<file path="src/rtl/hyper_rx_packer.sv">
// Receive-path byte packer: turns a 16-bit little-endian halfword stream from the
// HyperBus PHY into 32-bit words for the uDMA RX channel. It drops the leading byte on
// odd start addresses, truncates to the programmed length and tags the final word.
module hyper_rx_packer #(
  parameter int unsigned TRANS_SIZE = 16
) (
  input  logic                  periph_clk_i,
  input  logic                  rstn_i,
  input  logic                  clr_i,
  input  logic                  start_i,
  input  logic [TRANS_SIZE-1:0] cfg_len_i,
  input  logic                  cfg_odd_i,
  input  logic [15:0]           in_data_i,
  input  logic                  in_valid_i,
  output logic                  in_ready_o,
  output logic [31:0]           out_data_o,
  output logic                  out_valid_o,
  input  logic                  out_ready_i,
  output logic                  out_last_o,
  output logic [2:0]            out_bytes_o,
  output logic                  busy_o,
  output logic                  done_o
);

  typedef enum logic [1:0] {StIdle, StCollect, StFlush, StDone} state_e;

  state_e                state_q, state_d;
  logic [TRANS_SIZE-1:0] rem_q, rem_d;
  logic                  first_q, first_d;
  logic                  odd_q, odd_d;
  logic [23:0]           acc_q, acc_d;
  logic [1:0]            cnt_q, cnt_d;
  logic [31:0]           odat_q, odat_d;
  logic                  oval_q, oval_d;
  logic                  olast_q, olast_d;
  logic [2:0]            obytes_q, obytes_d;

  logic                  out_free;
  logic                  last_hs;
  logic                  in_ready;
  logic                  accept;
  logic                  single_hi;
  logic                  single_lo;
  logic [15:0]           nb;
  logic [2:0]            b;
  logic [2:0]            n;
  logic [39:0]           comb;
  logic [TRANS_SIZE-1:0] rem_nxt;

  assign out_free  = !oval_q || out_ready_i;
  assign last_hs   = oval_q && out_ready_i && olast_q;
  assign in_ready  = (state_q == StCollect) && (rem_q != '0) && out_free;
  assign accept    = in_ready && in_valid_i;

  // Byte selection: odd start keeps only the upper byte, a final single byte keeps the lower.
  assign single_hi = first_q && odd_q;
  assign single_lo = !single_hi && (rem_q == TRANS_SIZE'(1));
  assign nb        = single_hi ? {8'h00, in_data_i[15:8]} :
                     single_lo ? {8'h00, in_data_i[7:0]}  : in_data_i;
  assign b         = (single_hi || single_lo) ? 3'd1 : 3'd2;
  assign n         = {1'b0, cnt_q} + b;
  // acc is kept zero above cnt bytes, so OR-ing in the shifted new bytes appends them.
  assign comb      = {16'h0000, acc_q} | ({24'h000000, nb} << {cnt_q, 3'b000});
  assign rem_nxt   = rem_q - TRANS_SIZE'(b);

  // State and datapath registers.
  always_ff @(posedge periph_clk_i or negedge rstn_i) begin
    if (!rstn_i) begin
      state_q  <= StIdle;
      rem_q    <= '0;
      first_q  <= 1'b0;
      odd_q    <= 1'b0;
      acc_q    <= '0;
      cnt_q    <= '0;
      odat_q   <= '0;
      oval_q   <= 1'b0;
      olast_q  <= 1'b0;
      obytes_q <= '0;
    end else begin
      state_q  <= state_d;
      rem_q    <= rem_d;
      first_q  <= first_d;
      odd_q    <= odd_d;
      acc_q    <= acc_d;
      cnt_q    <= cnt_d;
      odat_q   <= odat_d;
      oval_q   <= oval_d;
      olast_q  <= olast_d;
      obytes_q <= obytes_d;
    end
  end

  // Next-state: FSM transitions, packing and output-register loads.
  always_comb begin
    state_d  = state_q;
    rem_d    = rem_q;
    first_d  = first_q;
    odd_d    = odd_q;
    acc_d    = acc_q;
    cnt_d    = cnt_q;
    odat_d   = odat_q;
    oval_d   = oval_q && !out_ready_i;
    olast_d  = olast_q;
    obytes_d = obytes_q;

    unique case (state_q)
      StIdle: begin
        if (start_i) begin
          rem_d   = cfg_len_i;
          first_d = 1'b1;
          odd_d   = cfg_odd_i;
          state_d = (cfg_len_i != '0) ? StCollect : StDone;
        end
      end
      StCollect: begin
        if (accept) begin
          rem_d   = rem_nxt;
          first_d = 1'b0;
          if (n >= 3'd4) begin
            odat_d   = comb[31:0];
            obytes_d = 3'd4;
            oval_d   = 1'b1;
            olast_d  = (rem_nxt == '0) && (n == 3'd4);
            acc_d    = {16'h0000, comb[39:32]};
            cnt_d    = n[1:0];
            if ((rem_nxt == '0) && (n == 3'd5)) begin
              state_d = StFlush;
            end
          end else if (rem_nxt == '0) begin
            odat_d   = comb[31:0];
            obytes_d = n;
            oval_d   = 1'b1;
            olast_d  = 1'b1;
            acc_d    = '0;
            cnt_d    = '0;
          end else begin
            acc_d = comb[23:0];
            cnt_d = n[1:0];
          end
        end else if (last_hs) begin
          state_d = StDone;
        end
      end
      StFlush: begin
        if (last_hs) begin
          state_d = StDone;
        end else if ((cnt_q != '0) && out_free) begin
          odat_d   = {24'h000000, acc_q[7:0]};
          obytes_d = 3'd1;
          oval_d   = 1'b1;
          olast_d  = 1'b1;
          acc_d    = '0;
          cnt_d    = '0;
        end
      end
      StDone: begin
        state_d = StIdle;
      end
      default: begin
        state_d = StIdle;
      end
    endcase

    if (clr_i) begin
      state_d  = StIdle;
      rem_d    = '0;
      first_d  = 1'b0;
      acc_d    = '0;
      cnt_d    = '0;
      oval_d   = 1'b0;
      olast_d  = 1'b0;
      obytes_d = '0;
    end
  end

  // Outputs: sideband is forced to zero whenever no word is presented.
  always_comb begin
    in_ready_o  = in_ready;
    out_data_o  = odat_q;
    out_valid_o = oval_q;
    out_last_o  = oval_q && olast_q;
    out_bytes_o = oval_q ? obytes_q : 3'd0;
    busy_o      = (state_q != StIdle);
    done_o      = (state_q == StDone);
  end

endmodule

</file>
<file path="config.mk">
export PLATFORM = sky130hd
export DESIGN_NAME = hyper_rx_packer
export DESIGN_NICKNAME = d
export VERILOG_FILES = /design/src/rtl/hyper_rx_packer.sv
export SDC_FILE = /design/constraint.sdc
export NUM_CORES = 1
export LEC_CHECK = 0
export BUFFER_PORTS_ARGS = -buffer_cell sky130_fd_sc_hd__buf_4
export CORE_MARGIN = 3
export CORE_UTILIZATION = 45
export DETAILED_ROUTE_END_ITERATION = 16
export GPL_TIMING_DRIVEN = 0
export HOLD_SLACK_MARGIN = 0.15
export PLACE_DENSITY_LB_ADDON = 0.12
export SYNTH_ARGS = -nofsm -noshare
export SYNTH_HDL_FRONTEND = slang
export SYNTH_SLANG_ARGS = --single-unit
</file>
<file path="constraint.sdc">
create_clock -name periph_clk_i -period 8.5 [get_ports periph_clk_i]
set_input_delay 0.85 -clock periph_clk_i [delete_from_list [all_inputs] [get_ports periph_clk_i]]
set_output_delay 0.85 -clock periph_clk_i [all_outputs]
set_load 0.01 [all_outputs]
</file>
# Word-level counts from Yosys, hierarchy flattened
# Cells that the tools add are included.
[op_classes]
reduce_logical = 32
add_sub_neg = 2
n_mux = 61
n_bitwise = 1
shift = 1
magnitude_cmp = 1
eq_ne = 17
[op_table]
columns = ["operator", "count"]
rows = [
  ["2-to-1 mux 32 bit", 5],
  ["2-to-1 mux 24 bit", 6],
  ["2-to-1 mux 16 bit", 5],
  ["one-hot mux 32 bit (2 select lines)", 1],
  ["one-hot mux 24 bit (2 select lines)", 1],
  ["OR 24 x 40 -> 40 bit", 1],
  ["left shift 16 x 5 -> 40 bit", 1],
  ["one-hot mux 16 bit (2 select lines)", 1],
  ["nonzero test 16 bit", 2],
  ["2-to-1 mux 2 bit", 14],
  ["2-to-1 mux 3 bit", 7],
  ["equality test 16 x 1 -> 1 bit (second input constant)", 1],
  ["zero test 16 bit", 1],
  ["subtractor 16 x 2 -> 16 bit", 1],
  ["2-to-1 mux 1 bit", 15],
  ["logical AND 1 bit", 12],
  ["!= test 3 bit (second input constant)", 4],
  ["AND reduction 5 bit", 2],
  ["!= test 4 x 3 -> 1 bit (second input constant)", 2],
  ["one-hot mux 2 bit (4 select lines)", 1],
  ["equality test 3 bit (second input constant)", 2],
  ["!= test 2 bit (second input constant)", 3],
  ["one-hot mux 1 bit (2 select lines)", 3],
  ["one-hot mux 3 bit (2 select lines)", 1],
  ["other kinds (15)", 23],
]
[totals]
output_inout_bits = 40
inputBits = 39
regBits = 83
elab_cells = 125

# Depth between registers and ports, before layout
[depth]
depth_word = 13
depth_mapped = 17
ltp_nobuf = 13

# Least setup slack after synthesis
# No wires, ideal clock.
[synth_path]
path_kind = "register -> register"
start = "register rem_q[3]"
end = "register obytes_q[0]"
n_path_buf = 4
stages_incl_launch_ff = 18
slack_ns = 4.043
synth_period_minus_slack_ns = 4.457
arrival_time_ns = 4.332
setup_ns = 0.125
t_required_ns = 8.375
path_cell_list = "dfrtp_1 -> buf_2 -> nor4_2 -> and4_1 -> a32oi_1 -> clkbuf_1 -> buf_1 -> inv_1 -> ha_1 -> fa_1 -> nor4b_1 -> nand3_1 -> nor4_1 -> nand3_1 -> or3b_4 -> a31oi_4 -> buf_6 -> mux2_4"
[synth_via]
elab_chain_cells = 10
word_cells_on_any_way = 20
cone_classes = "2 x add/sub; 1 x order compare; 3 x eq/ne; 6 x mux; 8 x reduce/logical"
[synth_lines]
columns = ["item", "line_no", "source"]
rows = [
  ["start, declared", "28", "logic [TRANS_SIZE-1:0] rem_q, rem_d;"],
  ["start signal, assigned", "81", "rem_q <= rem_d;"],
  ["parallel branches: the longest is 10 deep, another holds subtractor 16 x 2 -> 16 bit", "n/a", ""],
  ["end signal, assigned", "89", "obytes_q <= obytes_d;"],
  ["end, declared", "36", "logic [2:0] obytes_q, obytes_d;"],
]
# Several ways; the timed one is not identified. The select of a mux whose other input is x is not followed.
# A chain may end at the register's enable or synchronous reset.

# Final worst setup path
[layout_path]
start = "register rem_q[3]"
end = "register odat_q[28], in the netlist out_data_o[28]"
[layout_via]
elab_chain_cells = 10
word_cells_on_any_way = 23
cone_classes = "2 x add/sub; 1 x order compare; 3 x eq/ne; 1 x shift; 7 x mux; 1 x bitwise; 8 x reduce/logical"
[layout_lines]
columns = ["item", "line_no", "source"]
rows = [
  ["parallel branches: the longest is 10 deep, another holds subtractor 16 x 2 -> 16 bit", "n/a", ""],
  ["end signal, assigned", "86", "odat_q <= odat_d;"],
  ["end, declared", "33", "logic [31:0] odat_q, odat_d;"],
]
# Several ways; the timed one is not identified. The select of a mux whose other input is x is not followed.

==> flow_metrics.env <==
export IMPL_cts_setup_buffers=0
export IMPL_cts_tree="built"
export IMPL_cts_sinks=83
export IMPL_worst_slew_pin_slew_ns=1.083
export IMPL_synthMuxAreaShare_pct=11.53
export IMPL_synth_compound_area_share_pct=20.57
export IMPL_start_kind="flop"
export IMPL_syn_avg_cell_area_um2=9.532
export IMPL_whs_ns=0.5042
export IMPL_fillers=988
export IMPL_nNetsFinal=667
export IMPL_drive_above_1_share_pct=23.51
export IMPL_cp_data_arrival_time_ns=5.78
export IMPL_min_period_ns=5.526
export IMPL_syn2layout_area_growth_pct=18.95
export IMPL_netlist_area_mm2=0.005024
export IMPL_wl_met3_um=782
export IMPL_drt_drc_violations_left=0
export IMPL_slew_limit_headroom_pct=27.80
export IMPL_finalSetupViolCount=0
export IMPL_p_leak_nw=2.766
export IMPL_final_max_slew_viol_count=0
export IMPL_min_period_over_period_pct=65.01
export IMPL_holdBufCountCts=0
export IMPL_ios=79
export IMPL_rsz0062_at_grt="false"
export IMPL_total_power_mw=2.480
export IMPL_crit_fanout=10
export IMPL_async_flop_share_pct=100.0
export IMPL_grt_pass1_wl_mm=24.16
export IMPL_ys_seq_area_share_pct=41.34
export IMPL_chipWidth_um=111.7
export IMPL_die_area_mm2=0.01247
export IMPL_port_buffers=78
export IMPL_worstPathRequired_ns=8.76
export IMPL_power_density_mw_per_mm2=415.0
export IMPL_ir_worst_vdd_v=0.0001767
export IMPL_cts_path_max_buffers=2
export IMPL_outcome="finished clean"
export IMPL_grt_usage_pct=23.79
export IMPL_wl_met1_mm=7.283
export IMPL_worstPathCellList="buf_2, nor4_2, and4_1, a32oi_1, clkbuf_1, buf_1, inv_1, ha_1, fa_1, nor4b_1, nand3_1, nor4_1, nand3_1, or3b_4, a31oi_4, buf_6, mux2_4"
export IMPL_synth_edf_count=0
export IMPL_drv_cap=0
export IMPL_synth_xor_area_share_pct=0.8717
export IMPL_ant_nets=0
export IMPL_cts_repair_resized=0
export IMPL_preCtsSetupSlack_ns=3.072
export IMPL_cts_made_buffers=9
export IMPL_antenna_found_initial=0
export IMPL_initialDrtViolationCount=314
export IMPL_dr_wl_met2_mm=6.492
export IMPL_yosysTopAreaCell="dfrtp_1"
export IMPL_cp_slowest_cell="fa_1"
export IMPL_synthFlopType="dfrtp_1"
export IMPL_synth_top_area_share_pct=41.34
export IMPL_dieHeight_um=111.7
export IMPL_num_rows=37
export IMPL_final_common_cell="dfrtp_1"
export IMPL_htree_levels=3
export IMPL_vias=4514
export IMPL_grt_max_degree=84
export IMPL_synthTopCellsByArea="dfrtp_1 41%, mux2_4 6.0%, a21oi_1 5.6%"
export IMPL_gp_congestion=0.8884
export IMPL_endpoint_kind="flop"
export IMPL_syn_num_nets=578
export IMPL_seqCellArea_mm2=0.002077
export IMPL_synth_top_family_by_area="compound AO/OA/AOI/OAI gates"
export IMPL_core_area_mm2=0.01060
export IMPL_clock_root_buffer="clkbuf_8"
export IMPL_hold_violations=0
export IMPL_yosysWarnings=0
export IMPL_clkTransAtPathRegs_ns=0.10
export IMPL_synth_cell_types=60
export IMPL_grt_pass1_vias=4485
export IMPL_critPathMaxStageDelay_ns=0.56
export IMPL_grt_overflow=0
export IMPL_dr_pass1_iters=6
export IMPL_clkLatencyLatePin_ns=0.37
export IMPL_synth_fa_ha_area_share_pct=3.288
export IMPL_synth_ff_latch_count=83
export IMPL_crit_top_cell="nand3_1"
export IMPL_finClkSkew_ns=0.009275
export IMPL_synthCells=527
export IMPL_fmax_mhz=181.0
export IMPL_routedWlPerCell_um=19.46
export IMPL_dpl_hpwl_mm=10.64
export IMPL_setup_tns_ns=0
export IMPL_vias_per_cell=5.963
export IMPL_path_class="flop to flop"
export IMPL_setup_ws_ns=2.974
export IMPL_start_util_pct=47.39
export IMPL_n_antenna_cell=0
export IMPL_drt_total_wl_mm=14.73
export IMPL_highest_signal_layer="met4"
export IMPL_final_cell_mix="83 x dfrtp_1, 79 x buf_4, 56 x a21oi_1"
export IMPL_hold_path_class="flop to flop"
export IMPL_synth_simple_gate_area_share_pct=18.03
export IMPL_multi_input_area_mm2=0.002728
==> synthesized netlist by cell type, types with 4 or more instances <==
master and number:
clkbuf_1 22, o2bb2ai_1 9, mux2_2 15, nor2_1 44, nor2b_1 13, nand3_1 18
dfrtp_1 83, a41o_1 8, o21ai_0 19, mux2_4 20, nor3_1 12, mux2i_1 11
ha_1 10, nand2b_1 7, inv_1 21, a21oi_1 56, a211oi_1 5, and2_1 5
a21o_1 4, o31ai_1 4, nand2_1 41, and3_1 4, nor4_1 7, a22oi_1 11
nand4_1 9, a22o_1 16
==> kinds of logic (layout without fill, tap and decap cells) <==
| group | count (synthesis) | after routing |
|---|---|---|
| simple gates | 177 | 177 |
| compound gates | 152 | 152 |
| flops | 83 | 83 |
| buf+inv | 52 | 146 |
| mux | 46 | 46 |
| fa+ha+maj | 12 | 12 |
| xor+xnor | 5 | 5 |
==> power breakdown <==
| group | internal (mW) | switching (mW) |
|---|---|---|
| sequential | 0.554 | 0.123 |
| clock | 0.115 | 0.176 |
| combinational | 0.638 | 0.875 |
==> worst max-delay path, delay by kind of cell (launching register included) <==
kind                     cells  cell delay (ns)
adder cells (fa/ha/maj)      2             0.80
AND/OR/NAND/NOR              7             1.72
AO/OA/AOI/OAI                2             0.73
flip-flops                   1             0.33
buffers and inverters        5             1.51
multiplexers                 1             0.32
==> path summary, 6_finish.rpt <==
path | from | to | slack [ns] | depth (start not counted)
worst max-delay path | rem_q[3]$_DFFE_PN0P_ | out_data_o[28]$_DFFE_PN0P_ | 2.97 | 17
worst min-delay path | acc_q[10]$_DFFE_PN0P_ | acc_q[10]$_DFFE_PN0P_ | 0.50 | 1
worst max register to register | rem_q[3]$_DFFE_PN0P_ | out_data_o[28]$_DFFE_PN0P_ | 2.97 | 17
worst min register to register | acc_q[10]$_DFFE_PN0P_ | acc_q[10]$_DFFE_PN0P_ | 0.50 | 1
max in group asynchronous | rstn_i | out_data_o[15]$_DFFE_PN0P_ | 7.12 | 1
min in group asynchronous | rstn_i | rem_q[8]$_DFFE_PN0P_ | 0.66 | 1
==> cell type report <==
class / count / share of cell area [%]
tap: 136 / 2.848
buffer: 31 / 2.345
multi-input combinational: 392 / 45.64
clock inverter: 7 / 1.214
sequential: 83 / 34.76
timing repair buffer: 78 / 9.799
inverter: 21 / 1.319
clock buffer: 9 / 2.073
==> metrics by stage <==
stage	instances	util [%]	cell area (um2)
floorplan	527	-	5024
global placement	741	54.51	5779
detailed placement	741	54.51	5779
CTS	757	56.37	5976
global route	757	56.37	5976
finish	757	56.37	5976
==> per-layer routing <==
layer | vias up | global-route usage (%)
met3 | 15 | 3.370
met1 | 2248 | 36.92
met5 | - | 0
li1 | 2109 | -
met2 | 142 | 34.73
met4 | 0 | 6.245
==> registers in the layout (all words and copies together) (netlist names) <==
signal,flops
acc_q,24
obytes_q,3
olast_q,1
odd_q,1
first_q,1
out_data_o,32
cnt_q,2
state_q,2
out_valid_o,1
rem_q,16
No activity file was read; power rests on OpenSTA's default activity.
